**config.mk**
```make
export PLATFORM = sky130hd
export DESIGN_NAME = parity_frame_tx
export DESIGN_NICKNAME = d
export VERILOG_FILES = /design/src/rtl/parity_pkg.sv /design/src/rtl/parity_frame_tx_gen.sv /design/src/rtl/parity_frame_tx.sv
export SDC_FILE = /design/constraint.sdc
export NUM_CORES = 1
export LEC_CHECK = 0
export CAP_MARGIN = 20
export CORE_UTILIZATION = 43
export CTS_CLUSTER_SIZE = 40
export DETAILED_ROUTE_END_ITERATION = 10
export PLACE_DENSITY = 0.83
export SYNTH_ARGS = -nofsm -noshare
export SYNTH_HDL_FRONTEND = slang
export SYNTH_SLANG_ARGS = --single-unit
```
**constraint.sdc**
```tcl
create_clock -name clk -period 1.3 [get_ports clk]
set_input_delay 0.325 -clock clk [delete_from_list [all_inputs] [get_ports clk]]
set_output_delay 0.325 -clock clk [all_outputs]
set_load 0.01 [all_outputs]
```
**src/rtl/parity_pkg.sv**
```systemverilog
// Shared types and helpers for the parity frame path.
// Used by the transmitter and by the receive-side checker.
package parity_pkg;

  typedef enum logic [1:0] {
    IDLE   = 2'd0,
    DATA   = 2'd1,
    PARITY = 2'd2
  } state_e;

  localparam logic EVEN = 1'b0;
  localparam logic ODD  = 1'b1;

  localparam int MAX_W = 64;

  // Zero padding leaves the XOR unchanged, so one width serves all.
  function automatic logic calc_parity(
    input logic [MAX_W-1:0] data,
    input logic             odd
  );
    return (^data) ^ odd;
  endfunction

endpackage

```
**src/rtl/parity_frame_tx_gen.sv**
```systemverilog
// Combinational parity generator, even or odd.
// Shared between transmitter and receive checker.
module parity_gen
  import parity_pkg::*;
#(
  parameter int   W       = 8,
  parameter logic ODD_SEL = EVEN
) (
  input  logic [W-1:0] data_i,
  output logic         parity_o
);

  always_comb begin
    parity_o = calc_parity(MAX_W'(data_i), ODD_SEL);
  end

endmodule

```
**src/rtl/parity_frame_tx.sv**
```systemverilog
// Serialising transmitter: word LSB-first, then parity bit.
// Serial outputs are flops; in_ready/busy decode state only.
module parity_frame_tx
  import parity_pkg::*;
#(
  parameter int DATA_W     = 8,
  parameter int ODD_PARITY = 0
) (
  input  logic              clk,
  input  logic              rst,
  input  logic [DATA_W-1:0] data_in,
  input  logic              in_valid,
  output logic              in_ready,
  output logic              ser_out,
  output logic              ser_valid,
  output logic              frame_start,
  output logic              parity_slot,
  output logic              busy
);

  localparam int CW =
    (DATA_W > 1) ? $clog2(DATA_W) : 1;
  localparam logic [CW-1:0] LAST =
    CW'(DATA_W - 1);
  localparam logic ODD_SEL =
    (ODD_PARITY != 0) ? ODD : EVEN;

  state_e            state_q, state_d;
  logic [DATA_W-1:0] shreg_q, shreg_d;
  logic [CW-1:0]     cnt_q, cnt_d;
  logic              par_q, par_d;
  logic              ser_q, ser_d;
  logic              sv_q, sv_d;
  logic              fs_q, fs_d;
  logic              ps_q, ps_d;
  logic              par_new;
  logic              accept;

  parity_gen #(
    .W       (DATA_W),
    .ODD_SEL (ODD_SEL)
  ) u_pgen (
    .data_i   (data_in),
    .parity_o (par_new)
  );

  assign in_ready = (state_q != DATA);
  assign busy     = (state_q != IDLE);
  assign accept   = in_valid & in_ready;

  assign ser_out     = ser_q;
  assign ser_valid   = sv_q;
  assign frame_start = fs_q;
  assign parity_slot = ps_q;

  // shreg_q holds the bits not yet driven;
  // cnt_q is the index of the bit now on the line.
  always_comb begin
    state_d = state_q;
    shreg_d = shreg_q;
    cnt_d   = cnt_q;
    par_d   = par_q;
    ser_d   = 1'b0;
    sv_d    = 1'b0;
    fs_d    = 1'b0;
    ps_d    = 1'b0;

    unique case (state_q)
      IDLE: begin
        state_d = IDLE;
      end
      DATA: begin
        if (cnt_q == LAST) begin
          state_d = PARITY;
          ser_d   = par_q;
          sv_d    = 1'b1;
          ps_d    = 1'b1;
        end else begin
          ser_d   = shreg_q[0];
          sv_d    = 1'b1;
          shreg_d = shreg_q >> 1;
          cnt_d   = cnt_q + CW'(1);
        end
      end
      PARITY: begin
        state_d = IDLE;
      end
      default: begin
        state_d = IDLE;
      end
    endcase

    // Acceptance is only possible in IDLE or PARITY.
    if (accept) begin
      state_d = DATA;
      shreg_d = data_in >> 1;
      cnt_d   = '0;
      par_d   = par_new;
      ser_d   = data_in[0];
      sv_d    = 1'b1;
      fs_d    = 1'b1;
    end
  end

  always_ff @(posedge clk or posedge rst) begin
    if (rst) begin
      state_q <= IDLE;
      shreg_q <= '0;
      cnt_q   <= '0;
      par_q   <= 1'b0;
      ser_q   <= 1'b0;
      sv_q    <= 1'b0;
      fs_q    <= 1'b0;
      ps_q    <= 1'b0;
    end else begin
      state_q <= state_d;
      shreg_q <= shreg_d;
      cnt_q   <= cnt_d;
      par_q   <= par_d;
      ser_q   <= ser_d;
      sv_q    <= sv_d;
      fs_q    <= fs_d;
      ps_q    <= ps_d;
    end
  end

endmodule

```
==> impl_metrics.toml, run 1 <==
[outcome]
status = "finished, violations left"
violations = "negative setup slack"

[grt]
grt_usage = 0.169
antenna_found_initial = 0
grt_use_met1 = 0.209
gr-usage-met2 = 0.284
met3_usage = 0.0360
grt_max_degree = 18
grt_pass1_vias = 594
grt_pass1_wl_um = 2450
grt_overflow = 0
grt_busiest_layer = "met2"

[critical_path]
startpoint_type = "register"
cp_slowest_cell = "dfrtp_1"
cpPeakStageDelay_ns = 0.40
cp.arrival_ns = 1.03
endpoint_kind = "primary output"
crit_chain = "or2_4, buf_6"
crit_family = "flip-flops"
path_max_fanout = 2
timing.critical_path.buf_inv = 1
worst_ep_required_time_ns = 0.98
crit_type = "register to primary output"

[cells_and_area]
finalNetCount = 118
area_delta_synth_final_pct = 52.1
final_common_cell = "dfrtp_1"
insertedDiodeCount = 0
seqCellArea_um2 = 425
drive_above_1_share = 0.413
multiInputGateArea_um2 = 407
mostFrequentLayoutCells = "dfrtp_1 (17), buf_4 (12), clkdlybuf4s50_1 (10)"
fillerInstances = 137

[floorplan]
core_um2 = 1750
rows = 15
start_util = 0.462
die_w_um = 45.3
die-area_um2 = 2050
dieHeight_um = 45.3
ios = 17

[yosys]
ys_seq_elements = 17
syn_avg_cell_area_um2 = 11.7
synthDistinctLibCells = 23
netlist_instances = 69
synth_xor_xnor_area_share = 0.0760
synth_top_family_by_area = "simple AND/OR/NAND/NOR gates"
ys_seq_area_frac = 0.527
synth_nets = 82
yosysWarningCount = 0
yosys.area_share.simple = 0.195
synth_compound_gate_area_share = 0.0977
netlist_area_um2 = 807
synth_fa_ha_area_frac = 0.0310
muxShareOfSynthArea = 0.0124

[pwr]
power.leakage_nw = 0.536
max-vdd-ir-drop_v = 0.00145
powerDensity_nw_per_um2 = 2340

[timing]
slew_viol_final = 0
min_period_over_period = 1.04
skew_ns = 0.00442
rsz0062_at_grt = "yes"
maxSlewHeadroom = 0.853
finalHoldViolations = 0
layout_setup_ws_ns = -0.0536
finalCriticalPeriod_ns = 1.35
setup_tns_ns = -0.105
tightest_slew_ns = 0.219
max_freq_ghz = 0.739
setup_violations = 4

[route]
drt_wl_total_um = 1750
wl_per_cell_um = 13.5
antenna_left = 0
drtIter0Drc = 5
routed_via_density = 4.93
first_pass_iters = 4
vias = 636
drcViolationCount = 0

[clock_tree]
h-tree-depth = 1
cts_hold_buffers = 0
clkTransAtPathRegs_ns = 0.10
numClockSinks = 17
cts_buffers = 3
clk_path_buf_depth = 2
cts_root_buffer = "clkbuf_4"
cts_tree = "done"
clock_latency_ns = 0.28

[placed_design]
place_ws_ns = -0.221
hpwl_um = 1060
io_buffers = 16
globalplace.congestion = 0.706

[run]
maxCapViolations = 0

[hold_path]
hp-class = "primary input to async pin"
==> worst reg2reg max path: cells and delay by family, from the launching register on <==
kind          cells  cell delay [ns]
simple gates      4             0.38
buf+inv           1             0.10
fa+ha+maj         2             0.37
flops             1             0.40
==> stage by stage <==
stage                util  instance area [um^2]  total power [mW]  cells  hold WS [ns]
floorplan               -                   822              1.80     69         0.251
detailed placement  0.604                  1050              2.17    117         0.481
CTS                 0.621                  1080              2.46    122         0.346
global route        0.703                  1230              3.05    129         0.379
finish              0.703                  1230              2.87    129         0.347
global placement    0.604                  1050              2.10    117         0.465
==> what timing repair did <==
action / CTS / global route
cloned: 0 / 0
endpoints found under the setup margin: 13 / 11
resized for setup: 14 / 27
pin swaps: 3 / 9
setup buffers: 1 / 7
==> power breakdown <==
group | total [mW] | switching (mW) | internal, mW
logic | 1.66 | 0.781 | 0.878
clock network | 0.277 | 0.158 | 0.119
registers | 0.933 | 0.172 | 0.761
==> synthesized netlist by cell type (all sizes together) <==
library cell / n / share of area
nand2: 2 / 0.029
dfrtp: 17 / 0.53
o21ai: 3 / 0.019
or2: 1 / 0.0078
nand3: 2 / 0.012
nor2: 16 / 0.10
inv: 4 / 0.028
a22o: 3 / 0.033
xnor2: 7 / 0.076
ha: 2 / 0.031
mux2i: 1 / 0.012
o22ai: 6 / 0.047
buf: 2 / 0.033
nand2b: 3 / 0.042
==> worst paths after layout <==
check	slack (ns)	to	from	cells after the start
setup / recovery	-0.05	busy	state_q[0]	2
min in group clk	0.52	par_q	par_q	2
max in group asynchronous	0.76	shreg_q[0]	rst	3
hold reg to reg	0.52	par_q	par_q	2
hold / removal	0.35	ser_valid	rst	3
setup reg to reg	-0.02	shreg_q[0]	cnt_q[1]	7
==> flip-flops by register name, summed over array words and instances (netlist names) <==
signal,flops
frame_start,1
ser_out,1
state_q,2
ser_valid,1
shreg_q,7
parity_slot,1
par_q,1
cnt_q,3
==> cell type report <==
class                           instances  area share
Clock buffer                            4      0.0214
Inverter                                4      0.0245
Multi-Input combinational cell         46       0.331
Sequential cell                        17       0.347
Tap cell                               25      0.0255
Timing Repair Buffer                   33       0.251
==> per-layer routing <==
layer / part of all wire / wire, um
met5: 0 / 0
met4: 0 / 0
met3: 0.024 / 42
met2: 0.56 / 971
met1: 0.42 / 732
==> kinds of logic (layout without fill, tap and decap cells) <==
group,count (synthesis),in the layout
buffers and inverters,6,41
DFF,17,17
AOI/OAI and AO/OA,12,12
and+or+nand+nor,24,24
xor gates and xnor gates,7,7
muxes,1,1
adders and majority gates,2,2
(Power assumes the default switching activity.)
==> run 2: changes to the inputs <==
--- a/config.mk
+++ b/config.mk
@@ -6,9 +6,11 @@
 export NUM_CORES = 1
 export LEC_CHECK = 0
 export CAP_MARGIN = 20
+export CORE_MARGIN = 1
 export CORE_UTILIZATION = 43
 export CTS_CLUSTER_SIZE = 40
 export DETAILED_ROUTE_END_ITERATION = 10
+export HOLD_SLACK_MARGIN = 0.02
 export PLACE_DENSITY = 0.83
 export SYNTH_ARGS = -nofsm -noshare
 export SYNTH_HDL_FRONTEND = slang
==> results of run 2 <==
Final layout, timing and power as in run 1 (identical DEF).
==> run 3: changes to the inputs <==
--- a/config.mk
+++ b/config.mk
@@ -6,7 +6,7 @@
 export NUM_CORES = 1
 export LEC_CHECK = 0
 export CAP_MARGIN = 20
-export CORE_MARGIN = 1
+export CORE_MARGIN = 2
 export CORE_UTILIZATION = 43
 export CTS_CLUSTER_SIZE = 40
 export DETAILED_ROUTE_END_ITERATION = 10
==> impl_metrics.toml, run 3 (synthesis results as in run 1) <==
[grt]
grt_pass1_vias = 607
grt_usage = 0.170
grt_overflow = 0
grt_max_degree = 18
antenna_found_initial = 0
grt_pass1_wl_um = 2560

[outcome]
status = "finished, violations left"
violations = "negative setup slack"

[placed_design]
io_buffers = 16
globalplace.congestion = 0.668
hpwl_um = 1170

[timing]
finalCriticalPeriod_ns = 1.37
tightest_slew_ns = 0.243
rsz0062_at_grt = "yes"
setup_violations = 12
finalHoldViolations = 0
slew_viol_final = 0
max_freq_ghz = 0.729
setup_tns_ns = -0.521
maxSlewHeadroom = 0.837
min_period_over_period = 1.05
layout_setup_ws_ns = -0.0713
skew_ns = 0.000482

[critical_path]
cp.arrival_ns = 1.05
crit_type = "register to primary output"
endpoint_kind = "primary output"
startpoint_type = "register"
crit_start = "state_q[0]"
worst_ep_required_time_ns = 0.98
path_max_fanout = 2
r2r-start = "cnt_q[0]"

[cells_and_area]
area_delta_synth_final_pct = 55.3
largest_reg_flops = 7
fin_util = 0.718
drive_above_1_share = 0.447
max_flop_register = "shreg_q"
finalNetCount = 117
final_common_cell = "dfrtp_1"
mostFrequentLayoutCells = "dfrtp_1 (17), buf_4 (13), clkdlybuf4s50_1 (10)"
insertedDiodeCount = 0
top_regs = "shreg_q x7, cnt_q x3, state_q x2"

[pwr]
p_seq_frac = 0.313
p_sw_frac = 0.400
combPwrFrac = 0.594
total_power_mw = 3.08
max-vdd-ir-drop_v = 0.00153
p_switching_mw = 1.23
power.leakage_nw = 0.534
pwr-share-clk = 0.093
powerDensity_nw_per_um2 = 2450
power.internal_mw = 1.84

[floorplan]
start_util = 0.462
core_um2 = 1750
ios = 17
dieHeight_um = 47.3
die_w_um = 47.3
die-area_um2 = 2240
rows = 15

[route]
drt_wl_total_um = 1980
routed_via_density = 4.90
drcViolationCount = 0
antenna_left = 0
wl_per_cell_um = 15.5
first_pass_iters = 4
drtIter0Drc = 7
vias = 627

[hold_path]
hp-class = "primary input to async pin"

[clock_tree]
cts_hold_buffers = 0
numClockSinks = 17
cts_tree = "done"
h-tree-depth = 1
clkTransAtPathRegs_ns = 0.10
cts_buffers = 3
clock_latency_ns = 0.29
cts_root_buffer = "clkbuf_4"
clk_path_buf_depth = 2

[run]
maxCapViolations = 0
-- run 3: cell types whose count changed in the layout (fill, tap and decap cells not counted), sizes merged --
cell / previous run / this run
clkdlybuf4s15: 0 / 2
buf: 19 / 18
dlygate4sd2: 4 / 2
-- run 3: worst max-delay path: stages, from the launching register on --
cell     delay [ns]
dfrtp_1        0.39
or2_4          0.25
buf_6          0.12
-- run 3: power groups by stage --
stage / logic (mW) / clock network [mW] / registers, mW
2_1_floorplan: 0.907 / 0 / 0.892
3_3_place_gp: 1.26 / 0 / 0.880
3_5_place_dp: 1.31 / 0 / 0.896
4_1_cts: 1.38 / 0.274 / 0.892
5_1_grt: 1.98 / 0.311 / 0.985
6_report: 1.83 / 0.286 / 0.962
-- run 3: stage by stage --
stage               setup WS [ns]  instances  hold WS, ns  cell area [um^2]
global route               -0.125        128        0.361              1250
CTS                       -0.0691        121        0.367              1110
global placement           -0.180        116        0.488              1060
detailed placement         -0.227        116        0.499              1060
floorplan                  0.0206         69        0.251               822
finish                    -0.0713        128        0.346              1250
-- run 3: timing repair --
action / CTS / global route
buffers inserted: 1 / 7
gates cloned: 0 / 0
endpoints found under the setup margin: 15 / 14
resized for setup: 19 / 24
pin swaps: 3 / 8
-- run 3: per-layer routing --
| layer | global-route usage | wire (um) | share of wire |
|---|---|---|---|
| met1 | 0.213 | 750 | 0.38 |
| met2 | 0.273 | 1110 | 0.56 |
| met3 | 0.0462 | 82 | 0.041 |
| met4 | 0.0778 | 39 | 0.020 |
| met5 | 0 | 0 | 0 |
-- run 3: area by class of cell --
cell class | count | area (um^2)
Inverter | 4 | 30.0
Clock buffer | 4 | 26.3
Sequential cell | 17 | 425
Fill cell | 133 | 492
Multi-Input combinational cell | 46 | 437
Timing Repair Buffer | 32 | 304
Tap cell | 25 | 31.3
-- run 3: worst paths after layout --
kind / endpoint / slack, ns / cells after the start
max in group asynchronous: cnt_q[0] / 0.77 / 3
worst max-delay path: busy / -0.07 / 2
worst min register to register: par_q / 0.53 / 2
worst max register to register: shreg_q[0] / -0.06 / 6
min in group clk: par_q / 0.53 / 2
worst min-delay path: state_q[0] / 0.35 / 3
